===== src/rtl/cu_em_stage.sv =====
// Execute-stage branch resolution and the Execute->Memory pipeline register.
// Latency: PCSrcE is combinational (0 cycles); E values reach the M outputs 1 cycle later.
// Backpressure: StallM holds the M register (E inputs dropped), FlushM loads a bubble.
module cu_em_stage #(
  parameter int DATA_WIDTH = 32,
  parameter int REG_AW     = 5
) (
  input  logic                  clk,
  input  logic                  rst,
  input  logic                  ValidE,
  input  logic                  RegWriteE,
  input  logic [1:0]            ResultSrcE,
  input  logic                  MemWriteE,
  input  logic                  JumpE,
  input  logic                  BranchE,
  input  logic [2:0]            Funct3E,
  input  logic                  ZeroE,
  input  logic                  LtE,
  input  logic                  LtuE,
  input  logic [DATA_WIDTH-1:0] ALUResultE,
  input  logic [DATA_WIDTH-1:0] WriteDataE,
  input  logic [REG_AW-1:0]     RdE,
  input  logic [DATA_WIDTH-1:0] PCPlus4E,
  input  logic                  StallM,
  input  logic                  FlushM,
  output logic                  PCSrcE,
  output logic                  ValidM,
  output logic                  RegWriteM,
  output logic [1:0]            ResultSrcM,
  output logic                  MemWriteM,
  output logic [DATA_WIDTH-1:0] ALUResultM,
  output logic [DATA_WIDTH-1:0] WriteDataM,
  output logic [REG_AW-1:0]     RdM,
  output logic [DATA_WIDTH-1:0] PCPlus4M
);

  typedef struct packed {
    logic                  valid;
    logic                  reg_write;
    logic [1:0]            result_src;
    logic                  mem_write;
    logic [DATA_WIDTH-1:0] alu_result;
    logic [DATA_WIDTH-1:0] write_data;
    logic [REG_AW-1:0]     rd;
    logic [DATA_WIDTH-1:0] pc_plus4;
  } m_bundle_t;

  m_bundle_t m_d;
  m_bundle_t m_q;
  logic      branch_cond;

  // Evaluate the branch condition from the ALU flags and drive the fetch redirect
  always_comb begin
    branch_cond = 1'b0;
    case (Funct3E)
      3'b000:  branch_cond = ZeroE;   // beq
      3'b001:  branch_cond = ~ZeroE;  // bne
      3'b100:  branch_cond = LtE;     // blt
      3'b101:  branch_cond = ~LtE;    // bge
      3'b110:  branch_cond = LtuE;    // bltu
      3'b111:  branch_cond = ~LtuE;   // bgeu
      default: branch_cond = 1'b0;    // 010/011 are not branches
    endcase
    PCSrcE = ValidE & (JumpE | (BranchE & branch_cond));
  end

  // Next M bundle: a flush bubble beats a stall, which beats a normal load
  always_comb begin
    m_d = m_q;
    if (FlushM) begin
      m_d = '0;
    end else if (!StallM) begin
      m_d.valid      = ValidE;
      // Writes to x0 are squashed here so later stages never need to check Rd
      m_d.reg_write  = ValidE & RegWriteE & (RdE != '0);
      m_d.result_src = ResultSrcE;
      m_d.mem_write  = ValidE & MemWriteE;
      m_d.alu_result = ALUResultE;
      m_d.write_data = WriteDataE;
      m_d.rd         = RdE;
      m_d.pc_plus4   = PCPlus4E;
    end
  end

  // M pipeline register with synchronous reset taking priority over everything
  always_ff @(posedge clk) begin
    if (rst) begin
      m_q <= '0;
    end else begin
      m_q <= m_d;
    end
  end

  assign ValidM     = m_q.valid;
  assign RegWriteM  = m_q.reg_write;
  assign ResultSrcM = m_q.result_src;
  assign MemWriteM  = m_q.mem_write;
  assign ALUResultM = m_q.alu_result;
  assign WriteDataM = m_q.write_data;
  assign RdM        = m_q.rd;
  assign PCPlus4M   = m_q.pc_plus4;

endmodule

===== config.mk =====
export PLATFORM = sky130hd
export DESIGN_NAME = cu_em_stage
export DESIGN_NICKNAME = d
export VERILOG_FILES = /design/src/rtl/cu_em_stage.sv
export SDC_FILE = /design/constraint.sdc
export NUM_CORES = 1
export LEC_CHECK = 0
export ABC_CLOCK_PERIOD_IN_PS = 1700
export CAP_MARGIN = 15
export CORE_MARGIN = 2
export CORE_UTILIZATION = 25
export CTS_BUF_LIST = sky130_fd_sc_hd__clkbuf_4 sky130_fd_sc_hd__clkbuf_8 sky130_fd_sc_hd__clkbuf_16
export CTS_CLUSTER_DIAMETER = 200
export DETAILED_ROUTE_END_ITERATION = 6
export PLACE_DENSITY = 0.55
export SETUP_SLACK_MARGIN = 0.5
export SYNTH_ARGS = -nofsm -noshare
export SYNTH_HDL_FRONTEND = slang
export SYNTH_SLANG_ARGS = --single-unit

===== constraint.sdc =====
create_clock -name clk -period 1.7 [get_ports clk]
set_clock_uncertainty 0.15 [all_clocks]
set_input_delay 0.17 -clock clk [delete_from_list [all_inputs] [get_ports clk]]
set_output_delay 0.17 -clock clk [all_outputs]
set_load 0.03 [all_outputs]

==> metrics, run 1 <==
TritonCTS clock tree done; Initial Utilization 25.4%; Die Y 128 um; crit path kind in -> out; GR Util All Layers 13.6%; largest net degree at the start of global routing 41; Antenna Nets Post-Route 0; Final HPWL DP 8170 um; Syn Area/Cell 10.8 um2; total power draw ~6 mW; Vias roughly 3300; XOR/XNOR share of the synthesized area 0.685%; CTS sink cnt 106; Core Area between 15000 and 20000 um2; IO Count 225; Reg clk slew, reported paths 0.07 ns; Setup crit end kind output pin; status finished, final reports clean; die area 16300 um2; CTS Root Cell clkbuf_16; Worst EP required 1.38 ns; minimum clock period 1.40 ns; Final Setup Violations 0; Site Rows 45; critical path's slowest cell or3_4; worst skew pair latency around 0.35 ns; initial antenna violation count 1; unrepaired setup endpoints after global routing yes; Critical Path AT 1.08 ns; max_cap viols 0; WL final 11100 um; gate count after technology mapping 354; worst stage delay on the critical path 0.38 ns; DRT Pass-1 Iters 4; Synth Area in Adders 0%; synth warn 0; Distinct cells, synth 19; HP Class in -> reg; vias in the first global route 3438; max-slew violation count 0; ys async rst share 0%; Tcrit/Tclk final between 80 and 90%; P per Cell Area 877 nW/um2; first-pass GRT wire length between 15000 and 20000 um; CTS HTree Levels 3; compound-cell area share of the yosys netlist 1.24%; layout cells sized above 1 34.7%; crit path cell chain buf_8 > xnor2_2 > or3_4 > a31oi_4 > buf_6; final std cells w/o fill roughly 770; area grow syn2layout 78.0%; f_max 0.716 GHz; Slew HR 81.6%; fin nets 694; Main synth FF type dfxtp_1; most frequent cells in the layout clkdlybuf4s50_1 (106), nor2_1 (105), mux2i_1 (103); Clock Tree Buf Depth 2; Slew @ Worst Pin 0.277 ns; largest family of logic cells by synthesized area multiplexers; Leakage 3.04 nW; sequential area share after synthesis a little under three fifths; Peak VDD IR 0.629 mV; drt first-iter violations 49; most common cell after layout, fill and taps aside clkdlybuf4s50_1; mux contribution to synthesized area 26.9%; Routability Congestion approximately 0.70; crit path max fanout 3; Syn Nets 472; remaining global-route overflow 0; DRC errors left 0; die width about 130 um; Hold Vio Cnt, Final 0; WL/cell about 14 um; Hold Buf Count CTS 0; #FFs+latches synth between 100 and 150; DR vias/cell 4.27; FF-to-FF setup slack about 0.90 ns; crit start category input pin; Placed Cells 752; Mapped Area 3830 um2; I/O Buffers 224; Synth Area in Simple Gates between 10% and 20%; Num CTS Buffers 9; Post-synth EDFFs 0
## metrics by stage
step	setup slack, ns	area [um2]	hold WS, ns	TNS [ns]	util, %
finish	0.303	6830	0.0408	0	45.2
detailed placement	-0.0916	6310	0.320	-0.0916	41.8
floorplan	0.508	3850	0.161	0	-
CTS	0.310	6490	0.0343	0	43.0
global route	0.270	6820	0.0645	0	45.2
global placement	-0.0634	6310	0.304	-0.0634	41.8
## path summary, 6_finish.rpt
kind	endpoint	start	depth (start not counted)
worst max-delay path	PCSrcE	Funct3E[0]	5
worst min-delay path	RegWriteM$_SDFFE_PP0N_	StallM	3
worst max register to register	MemWriteM$_SDFFE_PP0N_	MemWriteM$_SDFFE_PP0N_	2
worst min register to register	RegWriteM$_SDFFE_PP0N_	RegWriteM$_SDFFE_PP0N_	2
## cell families (layout without fill, tap and decap cells)
family / after synthesis / count (layout)
other cells: 0 / 1
buf+inv: 24 / 250
compound gates: 7 / 7
flops: 106 / 106
xor+xnor: 3 / 3
mux: 103 / 103
simple gates: 111 / 111
## routing by layer
metal	routed length (um)	vias up	part of all wire (%)	GRT usage [%]
met2	5340	150	48	23.1
met1	4480	1509	40	15.2
met3	1160	10	10	5.97
met5	0	-	0	0
li1	-	1616	-	-
met4	140	0	1.3	4.65
## where the power goes
group | leakage, nW | total (mW) | internal (mW) | switching, mW
clock | 0.165 | 2.39 | 1.47 | 0.916
combinational | 1.99 | 0.974 | 0.544 | 0.430
sequential | 0.889 | 2.63 | 2.57 | 0.0539
total | 3.04 | 5.99 | 4.59 | 1.40
## cell usage after synthesis, drive strengths merged, types with 2 or more instances
cell / count / area, um2
buf: 18 / 153
dfxtp: 106 / 2120
mux2i: 103 / 1030
xor2: 2 / 17.5
a21oi: 2 / 10.0
nor2: 105 / 394
clkbuf: 6 / 22.5
a31oi: 2 / 12.5
## worst max-delay path, delay by kind of cell
| family | cells | cell delay [ns] |
|---|---|---|
| simple gates | 1 | 0.38 |
| compound gates | 1 | 0.17 |
| buf+inv | 2 | 0.25 |
| xor+xnor | 1 | 0.11 |
## cell type report
type                       instances  area [um2]
antenna                            1        2.50
clock buffer                      10         239
clock inverter                     5         103
fill                            1414        8260
multi-input combinational        224        1580
sequential                       106        2190
tap                              188         235
timing repair buffer             235        2470
## sequential cells by signal, summed over array words and instances (netlist names)
signal	flops
MemWriteM	1
RegWriteM	1
WriteDataM	32
PCPlus4M	32
ValidM	1
ALUResultM	32
ResultSrcM	2
RdM	5
## repair_timing
item	CTS	global route
gates cloned	0	0
gates resized for setup	688	122
setup buffers	1	0
setup endpoints to repair	108	84
endpoints found under the hold margin	0	0
pin swaps	8	0
Power figures use the tool's default switching activity.
==> inputs of run 2 (changes only) <==
--- a/config.mk
+++ b/config.mk
@@ -5,14 +5,14 @@
 export SDC_FILE = /design/constraint.sdc
 export NUM_CORES = 1
 export LEC_CHECK = 0
-export ABC_CLOCK_PERIOD_IN_PS = 1700
+export ABC_CLOCK_PERIOD_IN_PS = 1100
 export CAP_MARGIN = 15
 export CORE_MARGIN = 2
 export CORE_UTILIZATION = 25
 export CTS_BUF_LIST = sky130_fd_sc_hd__clkbuf_4 sky130_fd_sc_hd__clkbuf_8 sky130_fd_sc_hd__clkbuf_16
 export CTS_CLUSTER_DIAMETER = 200
 export DETAILED_ROUTE_END_ITERATION = 6
-export PLACE_DENSITY = 0.55
+export PLACE_DENSITY = 0.57
 export SETUP_SLACK_MARGIN = 0.5
 export SYNTH_ARGS = -nofsm -noshare
 export SYNTH_HDL_FRONTEND = slang
==> constraint.sdc (replaced) <==
create_clock -name clk -period 1.1 [get_ports clk]
set_clock_uncertainty 0.15 [all_clocks]
set_input_delay 0.11 -clock clk [delete_from_list [all_inputs] [get_ports clk]]
set_output_delay 0.11 -clock clk [all_outputs]
set_load 0.03 [all_outputs]
==> metrics, run 2 (synthesis results as in run 1) <==
f_max 0.798 GHz; max-slew violation count 0 (unchanged); DR vias/cell 4.25 (-0.47%); DRT Pass-1 Iters 4 (unchanged); fin nets 719 (+3.6%); # diodes 0 (-1); unrepaired setup endpoints after global routing yes; DRC errors left 0 (unchanged); Tcrit/Tclk final 114%; WHS Endpoint RdM[1]$_SDFFE_PP0N_; Vias 3376 (+2.8%); WL final 11800 um (+6.1%); Routability Congestion 0.758 (+7.8%); CTS HTree Levels 3 (unchanged); HP Class in -> reg; remaining global-route overflow 0 (unchanged); Antenna Nets Post-Route 0 (unchanged); reg2reg end WriteDataM[15]$_SDFFE_PP0N_; Leakage 3.28 nW (+7.6%); P per Cell Area 1110 nW/um2 (+27%); most frequent cells in the layout buf_6 (116), dfxtp_4 (106), clkdlybuf4s50_1 (102); Setup crit end kind output pin; Slew @ Worst Pin 0.170 ns (-0.106 ns); Fin Hold WS -0.136 ns (-0.177 ns); WL/cell 14.9 um (+2.8%); crit start category input pin; Peak VDD IR 0.655 mV (+4.2%); layout cells sized above 1 49.7% (+15 points); die width 128 um (unchanged); CTS Root Cell clkbuf_16; Reg clk slew, reported paths 0.07 ns (about the same); most common cell after layout, fill and taps aside buf_6; I/O Buffers 224 (unchanged); TritonCTS clock tree done; first-pass GRT wire length 18100 um (+4.4%); Hold Path Origin RdE[1]; FF-to-FF setup slack 0.19 ns (-0.71 ns); worst skew pair latency 0.34 ns (about the same); crit path max fanout 3 (unchanged); final core utilization 50.9% (+5.7 points); vias in the first global route 3529 (+2.6%); minimum clock period ~1.3 ns; CTS sink cnt 106 (unchanged); post-route setup slack -0.153 ns (-0.456 ns); Slew HR 88.3% (+6.8 points); IO Count 225 (unchanged); Hold Vio Cnt, Final 4 (+4); R2R cell count 3 (+1); GR Util All Layers 14.1% (+0.54 points); initial antenna violation count 0 (-1); violated checks hold timing, setup timing; Critical Path AT 0.99 ns (-0.09 ns); Site Rows 45 (unchanged); Final HPWL DP 8380 um (+2.6%); Clock Tree Buf Depth 2 (unchanged); Initial Utilization 25.4% (unchanged); Die Y 128 um (unchanged); Num CTS Buffers 9 (unchanged); Worst EP required 0.84 ns (-0.54 ns); area grow syn2layout 100%; Setup TNS -0.154 ns (-0.154 ns); hold path cells 3 (unchanged); Core Area 15100 um2 (unchanged); Final Setup Violations 2 (+2); max_cap viols 0 (unchanged); drt first-iter violations 45 (-8.2%); crit path kind in -> out; fillers 1330 (-5.9%); r2r startpoint WriteDataM[15]$_SDFFE_PP0N_; status complete, but fails checks; die area 16300 um2 (unchanged); largest net degree at the start of global routing 23 (-44%)
==> run 2: cell types whose count changed in the layout (fill, tap and decap cells not counted), moves of 7 or more <==
cell / delta
dfxtp_1: -50
buf_6: +25
dfxtp_2: -56
buf_16: +7
buf_4: -8
dfxtp_4: +106
mux2i_1: -8
nor2_1: -9
==> run 2: stage by stage <==
stage / std cells / power, mW / setup WS, ns / hold slack [ns] / cell area [um2]
detailed placement: 762 / 5.43 / -0.564 / 0.335 / 6550
global placement: 762 / 5.41 / -0.541 / 0.332 / 6550
CTS: 789 / 8.65 / -0.179 / -0.170 / 7520
finish: 794 / 8.53 / -0.153 / -0.136 / 7680
global route: 794 / 8.95 / -0.170 / -0.134 / 7680
floorplan: 354 / 4.71 / 0.00987 / 0.0906 / 4380
==> run 2: final cells by class <==
class	instances	area (um2)	area share, %
Timing Repair Buffer	260	2930	38.2
Sequential cell	106	2520	32.8
Multi-Input combinational cell	224	1730	22.5
Tap cell	188	235	3.06
Clock buffer	10	233	3.03
Clock inverter	6	33.8	0.440
==> run 2: metal layers <==
metal	vias to the layer above	global-route usage, %	wire length (um)
met2	150	22.9	5440
met5	-	0	0
met1	1541	16.7	4980
met4	0	5.43	193
li1	1673	-	-
met3	12	5.80	1200
==> run 2: worst max-delay path, stage by stage <==
cell	delay (ns)
buf_8	0.10
xnor2_2	0.12
or3_4	0.37
a31oi_4	0.14
buf_6	0.15
==> run 2: worst max path at each step <==
stage / slack (ns) / to / startpoint
2_1_floorplan: 0.01 / RegWriteM$_SDFFE_PP0N_ / RdE[0]
3_3_place_gp: -0.54 / PCSrcE / Funct3E[0]
3_5_place_dp: -0.56 / PCSrcE / Funct3E[0]
4_1_cts: -0.18 / PCSrcE / Funct3E[0]
5_1_grt: -0.17 / PCSrcE / Funct3E[0]
6_report: -0.15 / PCSrcE / Funct3E[0]
==> run 2: repair_timing <==
item,4_1_cts,5_1_grt
cloned,5,0
setup endpoints to repair,213,213
hold endpoints to repair,4,3
pin swaps,99,34
resized for setup,177,27
buffers inserted,6,5
==> run 2: power breakdown <==
| group | switching (mW) | internal, mW | total [mW] |
|---|---|---|---|
| Combinational | 0.735 | 1.01 | 1.74 |
| Sequential | 0.0941 | 3.79 | 3.89 |
| Clock | 1.36 | 1.54 | 2.90 |
| Total | 2.19 | 6.34 | 8.53 |
